===== config.mk =====
export PLATFORM = sky130hd
export DESIGN_NAME = cmd_broadcaster
export DESIGN_NICKNAME = d
export VERILOG_FILES = /design/src/rtl/cmd_broadcaster.sv
export SDC_FILE = /design/constraint.sdc
export NUM_CORES = 1
export LEC_CHECK = 0
export ABC_AREA = 1
export CAP_MARGIN = 0
export CORE_UTILIZATION = 53
export DETAILED_ROUTE_END_ITERATION = 12
export PLACE_DENSITY = 0.88
export RECOVER_POWER = 50
export SYNTH_ARGS = -nofsm -noshare
export SYNTH_HDL_FRONTEND = slang
export SYNTH_SLANG_ARGS = --single-unit

===== constraint.sdc =====
create_clock -name clk -period 9.08 [get_ports clk]
set_clock_uncertainty 0.05 [all_clocks]
set_input_delay 1.816 -clock clk [delete_from_list [all_inputs] [get_ports clk]]
set_output_delay 1.816 -clock clk [all_outputs]
set_load 0.02 [all_outputs]

===== src/rtl/cmd_broadcaster.sv =====
// Broadcasts each buffered upstream command to every light bank; the head pops once all banks
// have taken it. After the last-flagged command drains, raises the cascade seed.
module cmd_broadcaster #(
  parameter int CMD_DATA_WIDTH  = 50,
  parameter int NUM_BANKS       = 4,
  parameter int INTENSITY_WIDTH = 24,
  parameter int FIFO_DEPTH      = 2
) (
  input  logic                       clk,
  input  logic                       reset,
  input  logic                       in_valid,
  output logic                       in_ready,
  input  logic [CMD_DATA_WIDTH-1:0]  in_data,
  input  logic                       in_last,
  output logic [NUM_BANKS-1:0]       bank_valid,
  input  logic [NUM_BANKS-1:0]       bank_ready,
  output logic [CMD_DATA_WIDTH-1:0]  bank_data,
  output logic                       bank_last,
  output logic                       seed_valid,
  output logic [INTENSITY_WIDTH-1:0] seed_intensity,
  output logic [31:0]                cmd_count
);

  // state | meaning
  // RUN   | accepting upstream commands and broadcasting
  // FLUSH | last command accepted, draining the buffer
  // DONE  | last command broadcast, seed held valid until reset
  typedef enum logic [1:0] {RUN, FLUSH, DONE} state_t;

  localparam int PTR_W = (FIFO_DEPTH > 1) ? $clog2(FIFO_DEPTH) : 1;
  localparam int CNT_W = $clog2(FIFO_DEPTH + 1);
  localparam logic [NUM_BANKS-1:0] ALL_BANKS = '1;

  state_t                    state, state_n;
  logic [CMD_DATA_WIDTH-1:0] mem_data [FIFO_DEPTH];
  logic [FIFO_DEPTH-1:0]     mem_last;
  logic [PTR_W-1:0]          rd_ptr, wr_ptr;
  logic [CNT_W-1:0]          count, count_n;
  logic [NUM_BANKS-1:0]      accepted, accepted_n, handshake;
  logic                      push, pop, not_empty, in_ready_n;

  function automatic logic [PTR_W-1:0] ptr_inc(input logic [PTR_W-1:0] p);
    return (p == PTR_W'(FIFO_DEPTH - 1)) ? '0 : p + PTR_W'(1);
  endfunction

  assign not_empty      = (count != '0);
  assign bank_valid     = {NUM_BANKS{not_empty && (state != DONE)}} & ~accepted;
  assign handshake      = bank_valid & bank_ready;
  assign pop            = not_empty && ((accepted | handshake) == ALL_BANKS);
  assign push           = in_valid && in_ready;
  assign bank_data      = not_empty ? mem_data[rd_ptr] : '0;
  assign bank_last      = not_empty ? mem_last[rd_ptr] : 1'b0;
  assign seed_valid     = (state == DONE);
  assign seed_intensity = '0;

  always_comb begin
    state_n    = state;
    count_n    = count;
    accepted_n = pop ? '0 : (accepted | handshake);
    case ({push, pop})
      2'b10:   count_n = count + CNT_W'(1);
      2'b01:   count_n = count - CNT_W'(1);
      default: count_n = count;
    endcase
    case (state)
      RUN:     if (push && in_last) state_n = FLUSH;
      FLUSH:   if (pop && bank_last) state_n = DONE;
      DONE:    state_n = DONE;
      default: state_n = RUN;
    endcase
    // Registered ready: space freed by a pop only shows up the following cycle.
    in_ready_n = (state_n == RUN) && (count_n < CNT_W'(FIFO_DEPTH));
  end

  always_ff @(posedge clk) begin
    if (reset) begin
      state     <= RUN;
      count     <= '0;
      rd_ptr    <= '0;
      wr_ptr    <= '0;
      accepted  <= '0;
      in_ready  <= 1'b0;
      cmd_count <= '0;
    end else begin
      state    <= state_n;
      count    <= count_n;
      accepted <= accepted_n;
      in_ready <= in_ready_n;
      if (push) wr_ptr <= ptr_inc(wr_ptr);
      if (pop) begin
        rd_ptr    <= ptr_inc(rd_ptr);
        cmd_count <= cmd_count + 32'd1;
      end
    end
  end

  // Storage needs no reset: outputs are gated by occupancy.
  always_ff @(posedge clk) begin
    if (push) begin
      mem_data[wr_ptr] <= in_data;
      mem_last[wr_ptr] <= in_last;
    end
  end

endmodule


# Word level (Yosys, flattened, before mapping)
# Memory sizes are Yosys's and may differ from the RTL's. A register that Yosys moved wholly into a read port is not among the register bits.
# Index checks and enable logic that the tools add are counted.
# totals
register_bits	45
wordCells	56
inputBits	58
mem_bits_rw	100
output_inout_bits	113
memories	1
# classes
add_sub_neg	5
reduce_logical	11
n_eq_ne	6
n_bitwise	4
magnitude_cmp	4
muxes	17
# mem_list
name	words	width	read_ports	rd_ports_with_merged_regs	write_ports	line_no	rtl
mem_data	2	50	1	1	1	35	logic [CMD_DATA_WIDTH-1:0] mem_data [FIFO_DEPTH];
# op_table
cell	n
$mux W50	1
$add A32 B1 Y32 const B	1
$mux W1	10
$and A4 B4 Y4	2
$logic_and A1 B1 Y1	7
$pmux W2 S3	1
$eq A2 B1 Y1 const B	2
$eq A2 B2 Y1 const B	2
$eq A4 B4 Y1 const B	1
$logic_not A2 Y1	2
$lt A1 B2 Y1 const B	2
$mux W2	2
$not A4 Y4	1
$or A4 B4 Y4	1
$pmux W2 S2	1
$add A1 B1 Y1 const B	2
$add A2 B1 Y2 const B	1
$bwmux W2	1
$lt A2 B2 Y1 const B	1
$ne A2 B2 Y1 const B	1
$reduce_bool A2 Y1	1
$reduce_or A2 Y1	1
$sub A2 B1 Y2 const B	1
$demux W1 S1	1
$ge A1 B1 Y1 const B	1

# Longest topological paths before layout
# Gate-level depths: netlist of run 1.
# logic_depth
word_depth	12
mapped_depth	16
depth_no_buf	15

# Worst setup path before layout of run 1
# OpenSTA, ideal clock, no wires.
# synth_path
path_type	input port to flip-flop
from	input port in_valid
to	memory mem_data[1][0], enable pin
setup_time_ps	461
slack_ps	4474
t_arrival_ps	4094
path_stages	2
cell_sequence	nand2_1 -> nor2_1
# synth_via
elab_chain_len	3
# synth_lines
element	line_no	rtl
start, declared	11	input logic in_valid,
$logic_and A1 B1 Y1	50	assign push = in_valid && in_ready;
$mux W1	99	if (push) begin
$mux W1 (not written as such)	100	mem_data[wr_ptr] <= in_data;
end, declared	35	
# No other way between the ends.

# Final worst setup path of run 1
# layout_path
from	input port in_valid
to	memory mem_data[1][37], enable pin
# Same word-level chain as after synthesis.

==> results of run 1 <==
[per-layer routing]
layer / share of wire / up-vias
met3: 0.080 / 39
met2: 0.51 / 235
met5: 0 / -
li1: - / 2565
met1: 0.38 / 2419
met4: 0.031 / 0
[metrics by stage]
step                      setup slack, ns  cell area [sq um]
after floorplan                      4.47               6630
after detailed placement             4.34               7990
after global routing                 3.87               8570
final                                4.04               8570
after global placement               4.39               7990
after CTS                            4.43               8580
[critical path, cell delays in order]
cell           delay (ns)
dlygate4sd3_1        0.54
nand2_1              0.15
nor2_1               0.54
clkbuf_1             1.89
[final cells by class]
| cell class | count | area [sq um] |
|---|---|---|
| Sequential cell | 146 | 3950 |
| Fill cell | 837 | 3440 |
| Multi-Input combinational cell | 505 | 2240 |
| Timing Repair Buffer | 151 | 1490 |
| Clock buffer | 17 | 425 |
| Tap cell | 147 | 184 |
| Clock inverter | 15 | 163 |
| Inverter | 30 | 113 |
| Antenna cell | 4 | 10.0 |
[final timing paths]
path / start / depth (start not counted) / to / slack, ns
setup / recovery: in_valid / 4 / mem_data[1][37] / 4.04
hold / removal: accepted[3] / 2 / accepted[3] / 0.42
setup reg to reg: in_ready / 3 / mem_data[1][37] / 5.65
hold reg to reg: accepted[3] / 2 / accepted[3] / 0.42
[synth_stat cells]
master    number
nor2_1        63
inv_1         27
nand4_1        2
nor2_4         2
xor2_1        11
buf_6          7
edfxtp_1     102
nand2_4        2
a21oi_1       88
ha_1           2
nor3_1         1
conb_1         1
dfxtp_1       44
nand2_2        4
buf_4         24
a21oi_2        3
nand2_1      267
xnor2_1        4
nand3b_1      13
clkbuf_1      20
nor2_2         2
nand3_1       11
clkinv_1       1
inv_2          2
o21ai_0        6
[report_power, final]
group	switching, W	leakage, nW	total, W	internal, W
Combinational	0.0000828	1.50	0.000139	0.0000560
Sequential	0.00000581	1.29	0.000743	0.000737
Clock	0.000271	0.286	0.000700	0.000429
[flip-flops by register name (all words and copies together) (netlist names), named ones only]
register and count:
mem_data 100, cmd_count 32, accepted 4, count 2, mem_last 2, state 2
in_ready 1, rd_ptr 1, wr_ptr 1
[kinds of logic after synthesis]
kind of cell             Yosys count  synth area share
AND/OR/NAND/NOR                  367             0.228
adder cells (fa/ha/maj)            2           0.00383
buffers and inverters             81            0.0683
flip-flops                       146             0.603
other                              1          0.000574
AO/OA/AOI/OAI                     97            0.0760
XOR/XNOR                          15            0.0201
==> flow_summary.toml, run 1 <==
[placed_design]
hpwl_mm = 10.0
routabilityCongestion = 0.938
io_buffers = 146
dp_cells = 979

[cells_and_area]
most-common-layout-cells = "267 x nand2_1, 102 x edfxtp_1, 89 x clkdlybuf4s50_1"
areaGrowthSynthToFinish_pct = 31.1
drive_gt1_frac = 0.0556
post-route-util = 0.714
fin_cells = 1015
layout.nets = 911
final_common_cell = "nand2_1"

[clock_network]
post_cts_resized = 0
cts-htree-levels = 4
path_clk_slew_ns = 0.06
cts_buffer_depth = 2
post-cts-setup-buffer-count = 0
clock_sinks = 146
cts_tree = "yes"
root_buffer = "clkbuf_16"
clk_latency_ns = 0.42
cts_hold_buffers = 0
cts_buffers = 17

[floorplanning]
row_count = 40
die_h_microns = 113
dieArea_sq_um = 12800
start_util = 0.544
die_x_microns = 113
floorplan.io_pins = 171
core_sq_um = 12000

[grt]
gr-total-overflow = 0
use_met1 = 0.274
grt_pass1_wl_mm = 24.6
grt.total_usage = 0.252
grt-busiest-layer = "met2"
use_met2 = 0.449
antenna_found_initial = 3
grt_max_degree = 52
met3_usage = 0.0686
grt_pass1_vias = 4961

[route]
num_vias = 5258
detail_route.wl_per_cell_microns = 15.7
drtPass1Iterations = 7
drt-total-wl_mm = 15.9
ant_nets = 0
drc_errors = 0
viasPerCell = 5.18
drtIter0Drc = 338

[hold_path]
hold_path_class = "reg2reg"

[logic_synthesis]
synth_seq_area_share = 0.603
netlist_instances = 709
ys_ff_latch = 146
synth.distinct_cells = 25
ys_warn_count = 0
synth_top_cell_by_area = "edfxtp_1"
synth_top_area_share = 0.468
synth_area_sq_um = 6540
synth_area_leaders = "edfxtp_1 47%, nand2_1 15%, dfxtp_1 13%"
avgSynthCellArea_sq_um = 9.22

[timing]
post-route-period-util = 0.555
whs_ns = 0.420
tightest_slew_ns = 2.92
rsz0062_at_grt = "no"
final.min_clock_period_ns = 5.04
max-slew-margin-rel = -0.945
setup_viol = 0
fin_setup_tns_ns = 0
max_freq_ghz = 0.199
finalHoldViolations = 0
drv_slew = 98

[status]
run_status = "finished with violations"
violations = "capacitance limit, slew limit"

[run]
max_cap_viol_count = 2

[power]
power.density_nw_per_um2 = 185
peakVddDrop_mv = 0.0998
finalPower_w = 0.00158
p_leak_nw = 3.08

[setup_path]
startpoint_type = "input port"
path_max_fanout = 45
crit_arrival_ns = 4.97
required_ns = 9.01
crit_path_end_kind = "flop"
critical_path_class = "in2reg"
(Power assumes the default switching activity.)
==> run 2, diff against run 1 <==
--- a/config.mk
+++ b/config.mk
@@ -7,9 +7,9 @@
 export LEC_CHECK = 0
 export ABC_AREA = 1
 export CAP_MARGIN = 0
-export CORE_UTILIZATION = 53
+export CORE_UTILIZATION = 44
 export DETAILED_ROUTE_END_ITERATION = 12
-export PLACE_DENSITY = 0.88
+export PLACE_DENSITY = 0.78
 export RECOVER_POWER = 50
 export SYNTH_ARGS = -nofsm -noshare
 export SYNTH_HDL_FRONTEND = slang
==> constraint.sdc (replaced) <==
create_clock -name clk -period 4.35 [get_ports clk]
set_clock_uncertainty 0.05 [all_clocks]
set_input_delay 0.87 -clock clk [delete_from_list [all_inputs] [get_ports clk]]
set_output_delay 0.87 -clock clk [all_outputs]
set_load 0.02 [all_outputs]
==> flow_summary.toml, run 2 (synthesis results as in run 1) <==
[cells_and_area]
final_common_cell = "nand2_1"
largest_reg_flops = 100
areaGrowthSynthToFinish_pct = 32.2
layout.nets = 914
design_area_sq_um = 8650
most-common-layout-cells = "268 x nand2_1, 102 x edfxtp_1, 88 x a21oi_1"
drive_gt1_frac = 0.0588
fin_cells = 1052
largestRegisters = "mem_data x100, cmd_count x32, accepted x4"
regMostFlops = "mem_data"
post-route-util = 0.595

[placed_design]
dpl-instance-area_sq_um = 8060
place_ws_ns = 1.29
io_buffers = 146
routabilityCongestion = 0.907
hpwl_mm = 10.3
dp_cells = 1019

[clock_network]
cts-htree-levels = 4
post-cts-setup-buffer-count = 0
cts_buffer_depth = 2
post_cts_resized = 0
clk_latency_ns = 0.42
clock_sinks = 146
path_clk_slew_ns = 0.06
cts_hold_buffers = 0
root_buffer = "clkbuf_16"
cts_buffers = 17
cts_tree = "yes"

[timing]
drv_slew = 63
tightest_slew_ns = 1.89
rsz0062_at_grt = "no"
final.min_clock_period_ns = 3.56
setup_viol = 0
finalHoldViolations = 0
fin_setup_tns_ns = 0
max_freq_ghz = 0.281
finalWorstSetupSlack_ns = 0.787
post-route-period-util = 0.819
max-slew-margin-rel = -0.267

[power]
p_leak_nw = 3.13
power.density_nw_per_um2 = 387
swShare = 0.220
clkPwrFrac = 0.452
peakVddDrop_mv = 0.253
pwr-share-seq = 0.462
p_switching_w = 0.000735
combPwrFrac = 0.086
power.internal_w = 0.00261

[status]
violations = "capacitance limit, slew limit"
run_status = "finished with violations"

[setup_path]
path_max_fanout = 38
critical_path.slowest_cell = "clkbuf_1"
worstRegToRegCells = 16
critPathTopFamily = "buffers and inverters"
path_buf_inv = 5
cpPeakStageDelay_ns = 1.17
required_ns = 4.65
crit_arrival_ns = 3.86
cp_num_cells = 15
startpoint_type = "input port"
crit_path_end_kind = "flop"
critical_path_class = "in2reg"
worstPathCellList = "clkdlybuf4s50_1 > nand3_1 > nand2_1 > nand2_1 > inv_1 > nand2_2 > clkbuf_1 > inv_2 > ha_1 > a21oi_1 > o21ai_0 > xor2_1 > inv_1 > nand3_1 > nor2_1"

[route]
viasPerCell = 4.94
drtIter0Drc = 363
num_vias = 5198
drc_errors = 0
drtPass1Iterations = 5
ant_nets = 0
detail_route.wl_per_cell_microns = 14.5
drt-total-wl_mm = 15.3

[floorplanning]
start_util = 0.450
row_count = 44
dieArea_sq_um = 15400
floorplan.io_pins = 171
die_h_microns = 124
core_sq_um = 14500
die_x_microns = 124

[grt]
grt_pass1_wl_mm = 22.9
grt_pass1_vias = 4781
antenna_found_initial = 2
grt.total_usage = 0.199
gr-total-overflow = 0
grt_max_degree = 52

[run]
max_cap_viol_count = 2

[hold_path]
min_path_cells = 2
hold_path_class = "reg2reg"
==> run 2: cell types whose count changed in the layout (fill, tap and decap cells not counted), moves of 2 or more <==
cell / previous run / this run
diode_2: 4 / 1
dlygate4sd3_1: 57 / 63
clkinv_1: 4 / 2
clkinv_2: 4 / 2
buf_4: 3 / 6
clkinv_4: 0 / 2
clkdlybuf4s50_1: 89 / 83
==> run 2: worst paths after layout <==
check	start	slack, ns	endpoint
setup / recovery	bank_ready[3]	0.79	in_ready
hold / removal	accepted[1]	0.42	accepted[1]
setup reg to reg	count[0]	1.04	in_ready
hold reg to reg	accepted[1]	0.42	accepted[1]
==> run 2: metal layers <==
| metal | track usage | part of all wire | vias up |
|---|---|---|---|
| met4 | 0.0826 | 0.020 | 2 |
| li1 | - | - | 2580 |
| met1 | 0.221 | 0.41 | 2417 |
| met5 | 0 | 0.00072 | - |
| met2 | 0.351 | 0.50 | 172 |
| met3 | 0.0627 | 0.071 | 27 |
==> run 2: metrics by stage <==
stage	power [W]	hold slack, ns
floorplan	0.00173	0.397
CTS	0.00339	0.425
global route	0.00345	0.471
detailed placement	0.00187	0.417
global placement	0.00187	0.413
finish	0.00335	0.422
==> run 2: worst register-to-register path, cell delays in order, from the launching register on <==
cell and delay [ns]:
dfxtp_1 0.31, inv_1 0.09, nand2_1 0.19, nand3_1 0.15
nand2_1 0.06, nand2_1 0.05, inv_1 0.07, nand2_2 0.06
clkbuf_1 1.17, inv_2 0.06, ha_1 0.35, a21oi_1 0.11
o21ai_0 0.11, xor2_1 0.15, inv_1 0.08, nand3_1 0.07
nor2_1 0.10
==> run 2: power groups by stage <==
stage	Combinational, W	Clock, W	Sequential [W]
floorplan	0.000158	0	0.00158
global placement	0.000295	0	0.00157
detailed placement	0.000299	0	0.00158
CTS	0.000302	0.00154	0.00155
global route	0.000311	0.00159	0.00155
finish	0.000287	0.00151	0.00155
==> run 2: layout make-up <==
cell class | count | area [sq um]
fillers | 1230 | 5890
flip-flops and latches | 146 | 3950
multi-input cells | 505 | 2230
repair buffers | 154 | 1520
clock buffers | 19 | 433
well taps | 184 | 230
clock inverters | 13 | 181
inverters | 30 | 113
diodes | 1 | 2.50
==> run 3, diff against run 2 <==
--- a/config.mk
+++ b/config.mk
@@ -7,9 +7,9 @@
 export LEC_CHECK = 0
 export ABC_AREA = 1
 export CAP_MARGIN = 0
-export CORE_UTILIZATION = 44
+export CORE_UTILIZATION = 49
 export DETAILED_ROUTE_END_ITERATION = 12
-export PLACE_DENSITY = 0.78
+export PLACE_DENSITY = 0.82
 export RECOVER_POWER = 50
 export SYNTH_ARGS = -nofsm -noshare
 export SYNTH_HDL_FRONTEND = slang
==> constraint.sdc (replaced) <==
create_clock -name clk -period 3.3 [get_ports clk]
set_clock_uncertainty 0.05 [all_clocks]
set_input_delay 0.66 -clock clk [delete_from_list [all_inputs] [get_ports clk]]
set_output_delay 0.66 -clock clk [all_outputs]
set_load 0.02 [all_outputs]
==> flow_summary.toml, run 3 (synthesis results as in run 1) <==
[setup_path]
cpPeakStageDelay_ns = 0.65
critical_path.slowest_cell = "clkdlybuf4s50_1"
path_buf_inv = 4
crit_arrival_ns = 2.22
crit-reg2reg-capture = "mem_data[1][4]"
reg2reg_slack_ns = 1.17
path_max_fanout = 50
critPathTopFamily = "buffers and inverters"
required_ns = 2.59
rr_startpoint = "in_ready"
critical_path_class = "reg2out"
worstPathCellList = "inv_1 > nand2_4 > clkinv_1 > buf_4 > a21oi_1 > clkdlybuf4s50_1"
worstRegToRegCells = 3
startpoint_type = "flop"
crit_path_end_kind = "primary output"

[clock_network]
post_cts_resized = 0
post-cts-setup-buffer-count = 0
cts_hold_buffers = 0
path_clk_slew_ns = 0.06
clock_sinks = 146
clk_latency_ns = 0.42
cts_buffer_depth = 2
cts-htree-levels = 4
cts_tree = "yes"
root_buffer = "clkbuf_16"
cts_buffers = 17

[timing]
final.min_clock_period_ns = 2.93
drv_slew = 0
max_freq_ghz = 0.341
rsz0062_at_grt = "no"
fin_setup_tns_ns = 0
tightest_slew_ns = 1.37
setup_viol = 0
finalWorstSetupSlack_ns = 0.371
max-slew-margin-rel = 0.0892
finalHoldViolations = 0
post-route-period-util = 0.888

[floorplanning]
dieArea_sq_um = 13800
floorplan.io_pins = 171
core_sq_um = 12800
row_count = 41
start_util = 0.510
die_h_microns = 118
die_x_microns = 118

[placed_design]
routabilityCongestion = 0.925
dpl-instance-area_sq_um = 8100
hpwl_mm = 10.1
place_ws_ns = 0.718
io_buffers = 146

[route]
drc_errors = 0
num_vias = 5207
viasPerCell = 4.99
drtPass1Iterations = 5
ant_nets = 0
drt-total-wl_mm = 14.9
detail_route.wl_per_cell_microns = 14.3
drtIter0Drc = 436

[power]
p_leak_nw = 3.08
peakVddDrop_mv = 0.325
finalPower_w = 0.00427
power.density_nw_per_um2 = 493

[hold_path]
min-delay-start = "accepted[3]"
worstHoldEndpoint = "accepted[3]"
min_path_cells = 2
hold_path_class = "reg2reg"

[grt]
grt_max_degree = 53
grt_pass1_wl_mm = 24.2
grt_pass1_vias = 4837
gr-total-overflow = 0
antenna_found_initial = 2
grt.total_usage = 0.224

[run]
max_cap_viol_count = 0

[cells_and_area]
design_area_sq_um = 8650
areaGrowthSynthToFinish_pct = 32.3
largestRegisters = "mem_data x100, cmd_count x32, accepted x4"
final_common_cell = "nand2_1"
drive_gt1_frac = 0.0679
regMostFlops = "mem_data"
most-common-layout-cells = "267 x nand2_1, 102 x edfxtp_1, 94 x clkdlybuf4s50_1"
layout.nets = 916
largest_reg_flops = 100

[status]
run_status = "completed"
-- run 3: cell count changes in the layout (fill, tap and decap cells not counted), moves of 3 or more --
cell | previous run | this run
bufinv_16 | 4 | 1
inv_8 | 0 | 3
clkinvlp_4 | 1 | 4
clkbuf_1 | 3 | 0
clkdlybuf4s50_1 | 83 | 94
dlygate4sd3_1 | 63 | 52
-- run 3: worst max path at each step --
stage | slack, ns | end | from | cells past startpoint
floorplan | 0.70 | mem_data[1][0] | in_valid | 2
global placement | 0.77 | in_ready | bank_ready[1] | 14
detailed placement | 0.72 | in_ready | bank_ready[1] | 14
CTS | 0.36 | bank_data[17] | count[0] | 6
global route | 0.25 | bank_data[29] | count[0] | 6
finish | 0.37 | bank_data[42] | count[0] | 6
-- run 3: area by class of cell --
cell class	count	area [sq um]
Fill cell	1006	4180
Sequential cell	146	3950
Multi-Input combinational cell	505	2250
Timing Repair Buffer	156	1540
Clock buffer	17	425
Tap cell	172	215
Clock inverter	15	150
Inverter	30	113
Antenna cell	3	7.51
-- run 3: power breakdown --
part	switching [W]	internal, W	leakage, nW
clock	0.000788	0.00106	0.270
sequential	0.0000154	0.00202	1.29
combinational	0.000224	0.000155	1.53
-- run 3: worst register-to-register path, stage by stage (launching register included) --
cell	delay (ns)
dfxtp_1	0.35
nand2_1	0.19
nor2_4	0.12
clkbuf_2	1.01
-- run 3: metrics by stage --
stage,cells,hold slack (ns),utilization
floorplan,732,0.397,-
global placement,1009,0.412,0.631
detailed placement,1009,0.415,0.631
CTS,1041,0.423,0.676
global route,1043,0.453,0.674
finish,1044,0.423,0.674
-- run 3: layer usage --
metal	global-route usage	vias up	routed length, microns
met3	0.0446	23	1050
li1	-	2585	-
met4	0.0978	0	315
met5	0	-	0
met2	0.365	215	7160
met1	0.290	2384	6420
